<file path="config.mk">
export PLATFORM = sky130hd
export DESIGN_NAME = alu_result_fifo_flat
export DESIGN_NICKNAME = d
export VERILOG_FILES = /design/src/rtl/alu_result_fifo_if.sv /design/src/rtl/alu_result_fifo.sv /design/src/flat_wrapper.sv
export SDC_FILE = /design/constraint.sdc
export NUM_CORES = 1
export LEC_CHECK = 0
export CAP_MARGIN = 20
export CORE_MARGIN = 2
export CORE_UTILIZATION = 35
export DETAILED_ROUTE_END_ITERATION = 8
export PLACE_DENSITY = 0.59
export SETUP_SLACK_MARGIN = 0.3
export SYNTH_ARGS = -nofsm -noshare
export SYNTH_HDL_FRONTEND = slang
export SYNTH_SLANG_ARGS = --single-unit
export TNS_END_PERCENT = 10
</file>
<file path="constraint.sdc">
create_clock -name clk -period 2.8 [get_ports clk]
set_input_delay 0.42 -clock clk [delete_from_list [all_inputs] [get_ports clk]]
set_output_delay 0.42 -clock clk [all_outputs]
set_load 0.005 [all_outputs]
</file>
<file path="src/rtl/alu_result_fifo_if.sv">
// rtl/alu_result_fifo_if.sv - upstream/downstream handshake bundle for the ALU result stage
interface alu_result_fifo_if #(
  parameter int WIDTH = 32
);
  logic             in_valid;
  logic             in_ready;
  logic [WIDTH-1:0] in_result;
  logic             in_carryout;
  logic             in_overflow;
  logic             out_valid;
  logic             out_ready;
  logic [WIDTH-1:0] out_result;
  logic             out_zero;
  logic             out_negative;
  logic             out_carryout;
  logic             out_overflow;

  modport master (
    output in_valid, in_result, in_carryout, in_overflow, out_ready,
    input  in_ready, out_valid, out_result, out_zero, out_negative,
           out_carryout, out_overflow
  );

  modport slave (
    input  in_valid, in_result, in_carryout, in_overflow, out_ready,
    output in_ready, out_valid, out_result, out_zero, out_negative,
           out_carryout, out_overflow
  );
endinterface

</file>
<file path="src/rtl/alu_result_fifo.sv">
// rtl/alu_result_fifo.sv - buffered ALU result stage with capture-time flags and sticky overflow
module alu_result_fifo #(
  parameter int DEPTH = 4,
  parameter int WIDTH = 32
) (
  input  logic                       clk,
  input  logic                       reset,
  alu_result_fifo_if.slave           bus,
  output logic [$clog2(DEPTH):0]     count,
  input  logic                       clear_sticky,
  output logic                       sticky_overflow
);
  localparam int PW = $clog2(DEPTH);
  localparam int CW = PW + 1;
  localparam int EW = WIDTH + 4;

  // entry layout: {result, zero, negative, carryout, overflow}
  logic [EW-1:0] mem [DEPTH];
  logic [PW-1:0] wr_ptr;
  logic [PW-1:0] rd_ptr;
  logic          enq;
  logic          deq;
  logic [EW-1:0] head;
  logic [EW-1:0] entry_in;

  assign bus.in_ready  = (count < CW'(DEPTH));
  assign bus.out_valid = (count != '0);
  assign enq = bus.in_valid && bus.in_ready;
  assign deq = bus.out_valid && bus.out_ready;

  assign entry_in = {bus.in_result, ~|bus.in_result, bus.in_result[WIDTH-1],
                     bus.in_carryout, bus.in_overflow};

  always_ff @(posedge clk) begin
    if (enq) begin
      mem[wr_ptr] <= entry_in;
    end
  end

  always_ff @(posedge clk) begin
    if (reset) begin
      wr_ptr <= '0;
      rd_ptr <= '0;
      count  <= '0;
    end else begin
      if (enq) begin
        wr_ptr <= wr_ptr + PW'(1);
      end
      if (deq) begin
        rd_ptr <= rd_ptr + PW'(1);
      end
      if (enq && !deq) begin
        count <= count + CW'(1);
      end else if (deq && !enq) begin
        count <= count - CW'(1);
      end
    end
  end

  // a new overflow in the same cycle as a clear takes priority
  always_ff @(posedge clk) begin
    if (reset) begin
      sticky_overflow <= 1'b0;
    end else if (enq && bus.in_overflow) begin
      sticky_overflow <= 1'b1;
    end else if (clear_sticky) begin
      sticky_overflow <= 1'b0;
    end
  end

  assign head = bus.out_valid ? mem[rd_ptr] : '0;
  assign bus.out_result   = head[EW-1:4];
  assign bus.out_zero     = head[3];
  assign bus.out_negative = head[2];
  assign bus.out_carryout = head[1];
  assign bus.out_overflow = head[0];
endmodule

</file>
<file path="src/flat_wrapper.sv">
// flat-port wrapper written by rule: the top's interface ports become plain ports
module alu_result_fifo_flat 
#(
  parameter int DEPTH = 4,
  parameter int WIDTH = 32
)
  (clk, reset, count, clear_sticky, sticky_overflow, bus_in_valid, bus_in_result, bus_in_carryout, bus_in_overflow, bus_out_ready, bus_in_ready, bus_out_valid, bus_out_result, bus_out_zero, bus_out_negative, bus_out_carryout, bus_out_overflow);
  alu_result_fifo_if #(.WIDTH(WIDTH)) bus_i ();
  input  logic clk;
  input  logic reset;
  output logic [$clog2(DEPTH):0] count;
  input  logic clear_sticky;
  output logic sticky_overflow;
  input wire logic [$bits(bus_i.in_valid)-1:0] bus_in_valid;
  input wire logic [$bits(bus_i.in_result)-1:0] bus_in_result;
  input wire logic [$bits(bus_i.in_carryout)-1:0] bus_in_carryout;
  input wire logic [$bits(bus_i.in_overflow)-1:0] bus_in_overflow;
  input wire logic [$bits(bus_i.out_ready)-1:0] bus_out_ready;
  output wire logic [$bits(bus_i.in_ready)-1:0] bus_in_ready;
  output wire logic [$bits(bus_i.out_valid)-1:0] bus_out_valid;
  output wire logic [$bits(bus_i.out_result)-1:0] bus_out_result;
  output wire logic [$bits(bus_i.out_zero)-1:0] bus_out_zero;
  output wire logic [$bits(bus_i.out_negative)-1:0] bus_out_negative;
  output wire logic [$bits(bus_i.out_carryout)-1:0] bus_out_carryout;
  output wire logic [$bits(bus_i.out_overflow)-1:0] bus_out_overflow;
  assign bus_i.in_valid = bus_in_valid;
  assign bus_i.in_result = bus_in_result;
  assign bus_i.in_carryout = bus_in_carryout;
  assign bus_i.in_overflow = bus_in_overflow;
  assign bus_i.out_ready = bus_out_ready;
  assign bus_in_ready = bus_i.in_ready;
  assign bus_out_valid = bus_i.out_valid;
  assign bus_out_result = bus_i.out_result;
  assign bus_out_zero = bus_i.out_zero;
  assign bus_out_negative = bus_i.out_negative;
  assign bus_out_carryout = bus_i.out_carryout;
  assign bus_out_overflow = bus_i.out_overflow;
  alu_result_fifo #(.DEPTH(DEPTH), .WIDTH(WIDTH)) u_core (.clk(clk), .reset(reset), .bus(bus_i), .count(count), .clear_sticky(clear_sticky), .sticky_overflow(sticky_overflow));
endmodule
</file>
## Word level (Yosys, flattened, before mapping)

Memory sizes are Yosys's and may differ from the RTL's. A register that Yosys moved wholly into a read port is not among the register bits.
Index checks and enable logic that the tools add are counted.

- ROM bits: 0
- Output and inout bits: 42
- Logic and storage cells: 31
- Register bits after elaboration: 8
- Memories: 1
- Input port bits: 39
- Bits in writable memories: 144
- Bits in latches: 0

Memories:

| name | words | bits a word | rd ports | clocked after Yosys merged registers in | wr ports | line | RTL |
|---|---|---|---|---|---|---|---|
| u_core.mem | 4 | 36 | 1 | 1 | 1 | alu_result_fifo.sv:18 | `logic [EW-1:0] mem [DEPTH];` |

- Add/subtract/negate cells: 4
- Magnitude comparators: 1
- Bitwise operators: 0
- Equality and inequality tests: 0
- Shift operators: 0
- Reductions and logical operators: 12
- Mux-type cells: 9
- Multipliers: 0
- Divide/modulo/power cells: 0

Operators with widths:

| cell | number |
|---|---|
| 2-to-1 mux 36 bit | 1 |
| OR reduction 32 bit | 1 |
| 2-to-1 mux 3 bit | 2 |
| logical AND 1 bit | 5 |
| adder 2 x 1 -> 2 bit, second input constant | 2 |
| 2-to-1 mux 1 bit | 4 |
| 2-to-1 mux 2 bit | 2 |
| nonzero test 2 bit | 2 |
| adder 3 x 1 -> 3 bit, second input constant | 1 |
| logical NOT 1 bit | 3 |
| < comparator 3 bit, second input constant | 1 |
| nonzero test 3 bit | 1 |
| subtractor 3 x 1 -> 3 bit, second input constant | 1 |

## Logic depth before layout (Yosys ltp)

Gate-level depths: netlist of the first run.

- Depth after elaboration: 6
- Mapped depth: 8
- Gate-level depth less buffers: 7

## Worst setup path after synthesis of the first run

No wires, ideal clock.

- Path kind: in2reg
- From: input bus_in_valid
- To: memory u_core.mem[1][0] (netlist name) (enable)
- Library setup time: 395 ps
- Data required time: 2405 ps
- Setup slack: 724 ps
- Arrival time: 1681 ps
- Cell stages on the path: 3
- Cell sequence: nor2b_1 -> clkbuf_1 -> and2_1

- Longest elaborated chain between the ends: 3

Ends and longest elaborated chain:

| element | line | RTL |
|---|---|---|
| start: declaration | flat_wrapper.sv:14 | `input wire logic [$bits(bus_i.in_valid)-1:0] bus_in_valid;` |
| logical AND 1 bit | alu_result_fifo.sv:28 | `assign enq = bus.in_valid && bus.in_ready;` |
| named net u_core.enq | alu_result_fifo.sv:21 | `logic enq;` |
| 2-to-1 mux 1 bit | alu_result_fifo.sv:35 | `if (enq) begin` |
| 2-to-1 mux 1 bit (not written as such) | alu_result_fifo.sv:36 | `mem[wr_ptr] <= entry_in;` |
| end: declaration | alu_result_fifo.sv:18 |  |

The timed path passes the listed nets, and every way through them passes these cells.

==> results of run 1 <==
power groups by stage:
stage          clock network [mW]  registers [mW]  logic (mW)
6_report                     2.12            2.84        2.16
5_1_grt                      2.27            2.87        2.35
4_1_cts                      2.17            2.85        2.22
3_5_place_dp                    0            2.88        2.15
3_3_place_gp                    0            2.86        2.15
2_1_floorplan                   0            2.85        1.21
path summary, 6_finish.rpt:
path,endpoint,slack [ns],depth (start not counted)
setup / recovery,bus_out_zero,0.23,4
hold / removal,flip-flop,0.49,2
setup reg to reg,u_core.count[2],0.67,7
hold reg to reg,flip-flop,0.49,2
routing by layer:
metal / track usage / wire length, um / up-vias
li1: - / - / 1337
met1: 0.172 / 4980 / 1510
met2: 0.232 / 6000 / 67
met3: 0.0278 / 412 / 19
met4: 0.0691 / 245 / 0
met5: 0 / 0 / -
cell families (layout without fill, tap and decap cells):
family | after synthesis | count (layout)
buffers and inverters | 20 | 132
muxes | 37 | 37
DFF | 150 | 150
adders and majority gates | 6 | 6
AOI/OAI and AO/OA | 6 | 6
and+or+nand+nor | 63 | 63
xor gates and xnor gates | 4 | 4
cell usage in the layout, fill, tap and decap left out, drive strengths merged:
cell | netlist | final
clkinv | 0 | 3
dfxtp | 10 | 10
o21ai | 2 | 2
and2 | 4 | 4
or3 | 2 | 2
nand4 | 2 | 2
o31ai | 1 | 1
edfxtp | 140 | 140
nor4 | 8 | 8
mux2i | 2 | 2
nor3 | 1 | 1
inv | 5 | 8
mux4 | 35 | 35
xor2 | 3 | 3
ha | 5 | 5
nor2b | 37 | 37
clkinvlp | 0 | 8
bufinv | 0 | 1
xnor2 | 1 | 1
clkdlybuf4s50 | 0 | 80
fa | 1 | 1
clkbuf | 5 | 17
nand2 | 1 | 1
nor2 | 8 | 8
buf | 10 | 15
a21oi | 3 | 3
per-stage QoR:
stage                     cells  power (mW)  worst slack, ns  utilization  instance area, um2
after detailed placement    585        5.03            0.421        0.423                6990
after global routing        618        7.48            0.165        0.459                7580
final                       618        7.13            0.234        0.459                7580
after floorplan             286        4.05            0.724            -                5890
after global placement      585        5.01            0.490        0.423                6990
after CTS                   618        7.24            0.190        0.459                7580
critical path, cell delays in order (launching register included):
cell and delay (ns):
dfxtp_4 0.41, buf_12 0.19, mux4_2 0.52, nor2b_1 0.15, clkdlybuf4s50_1 0.46
registers in the layout, indices dropped and copies added (netlist names), named ones only:
register / flops
u_core.count: 3
u_core.rd_ptr: 2
u_core.sticky_overflow: 1
u_core.mem: 140
u_core.wr_ptr: 2
area by class of cell:
cell class | count | area, um2
inverters | 5 | 18.8
multi-input cells | 116 | 1350
clock inverters | 15 | 130
fillers | 1407 | 8940
flip-flops and latches | 150 | 4410
clock buffers | 17 | 425
repair buffers | 95 | 971
well taps | 220 | 275
timing repair:
| action | 4_1_cts | 5_1_grt |
|---|---|---|
| hold buffers | 0 | 0 |
| setup endpoints to repair | 36 | 36 |
| gates cloned | 1 | 0 |
| gates resized for setup | 5 | 0 |
| setup buffers | 0 | 0 |
==> key figures, run 1 <==
Global routing
  – Remaining Overflow, GRT: 0
  – First-pass GRT wire length: between 15 and 20 mm
  – Vias in the first global route: roughly 3.2k
  – Gr usage total: 0.139
  – Initial antenna violation count: 0
  – Largest net degree at the start of global routing: 39

STA
  – Worst-Margin Slew: 0.644 ns
  – Layout Skew: ~0.0056 ns
  – Setup Viol. Count Final: 0
  – Final worst path period share: 0.916
  – RSZ-0062 raised after global routing: true
  – Max-Slew Margin vs Limit: 0.567
  – Fmax: about 0.39 GHz
  – Hold Vio Cnt, Final: 0
  – Fin crit period: 2.57 ns
  – Worst hold slack: approximately 0.49 ns
  – Fin. max-slew vios: 0
  – Setup total negative slack: 0 ns

Job
  – Max-cap violations: 0

Power and ir drop
  – LEAKAGE: 2.42 nW
  – Worst IR Drop VDD: 0.504 mV
  – Internal Dissipation: 5.24 mW
  – Sequential power share: 0.399
  – Power per Cell Area: 940 nW/um2
  – Net Switching: 1.89 mW
  – Comb pwr share: 0.303
  – Sw Ratio: 0.265
  – Clock power frac: 0.298

Floorplan
  – Initial core utilization: 0.356
  – Io pins: 81
  – Die span in y: 134 um
  – # rows: 47
  – Die area: 17,900 um2
  – CORE AREA: approximately 17,000 um2
  – Die Width: 134 um

Setup path
  – Crit path kind: flip-flop to primary output
  – Startpoint Class: flip-flop
  – RR Startpoint: u_core.count[0]
  – Category of the worst setup path capture point: primary output
  – Critical path data required time: 2.38 ns
  – Worst-path fanout max: 14
  – Crit path DAT: 2.15 ns

Cells and area
  – Antenna Cells: 0
  – Share of cells above drive strength 1: 0.226
  – Synthesis-to-layout area growth: 28.7%
  – NumNets Final: between 400 and 500

Route
  – Drt initial violations: around 150
  – # DRC: 0
  – Post-DR wirelength/cell: 18.8 um
  – Vias/cell: 4.75
  – First-pass DRT Iterations: 4
  – Final WL: 11.6 mm
  – Routed vias: 2,933
  – Post-route ant nets: 0

Synth
  – Mapped Nets: between 300 and 400
  – FF+latch count, synth: 150
  – Area leader, netlist: edfxtp_1
  – Largest family of logic cells by synthesized area: multiplexers
  – Compound-Gate Fraction of Synth Area: 0.00552
  – Post-synth EDFFs: 140
  – Synthesized area: 5890 um2
  – Synth Area in Simple Gates: 0.0654
  – Synth cell count leaders: 140 x edfxtp_1, 35 x mux4_2, 35 x nor2b_1
  – Synthesized area per cell: 20.6 um2
  – Seq/Total Area, Yosys: 0.748
  – Post-synthesis xor/xnor area fraction: 0.00595
  – Count leader, synth: edfxtp_1
  – Top FF cell, synth: edfxtp_1
  – Post-synthesis mux area share: 0.137
  – Share of synthesized registers carrying an async set or reset: 0
  – Most area-consuming cells after synthesis: edfxtp_1 71%, mux4_2 13%, nor2b_1 3.7%, dfxtp_1 3.4%, ha_1 1.1%
  – Cells after Synth: ~290
  – Yosys cell types: 28
  – Yosys top cell area share: 0.714
  – Post-Synth Adder-Cell Area: 0.0140
  – Yosys warning count: 0

Clocking
  – CTS tree: done
  – Worst-Skew Late Latency: 0.42 ns
  – CTS Buffer Depth: 2
  – CTS buffer count: 17
  – Root Driver: clkbuf_16
  – H-tree depth: 4
  – Worst-path clk slew: 0.06 ns
  – CTS Sinks: 150

Hold path
  – Hold_sp: u_core.rd_ptr[1]
  – Hold WC Path Type: flip-flop to flip-flop

Outcome
  – Status: finished, final reports clean

Place
  – Dpl hpwl: 6.93 mm
  – IO buf count: 80
  – Gpl congestion: 0.682
No activity file was read; power rests on OpenSTA's default activity.
==> run 2, diff against run 1 <==
--- a/config.mk
+++ b/config.mk
@@ -5,7 +5,7 @@
 export SDC_FILE = /design/constraint.sdc
 export NUM_CORES = 1
 export LEC_CHECK = 0
-export CAP_MARGIN = 20
+export CAP_MARGIN = 5
 export CORE_MARGIN = 2
 export CORE_UTILIZATION = 35
 export DETAILED_ROUTE_END_ITERATION = 8
==> results of run 2 <==
Same layout as run 1: the final DEF is identical, and so are final timing and power.
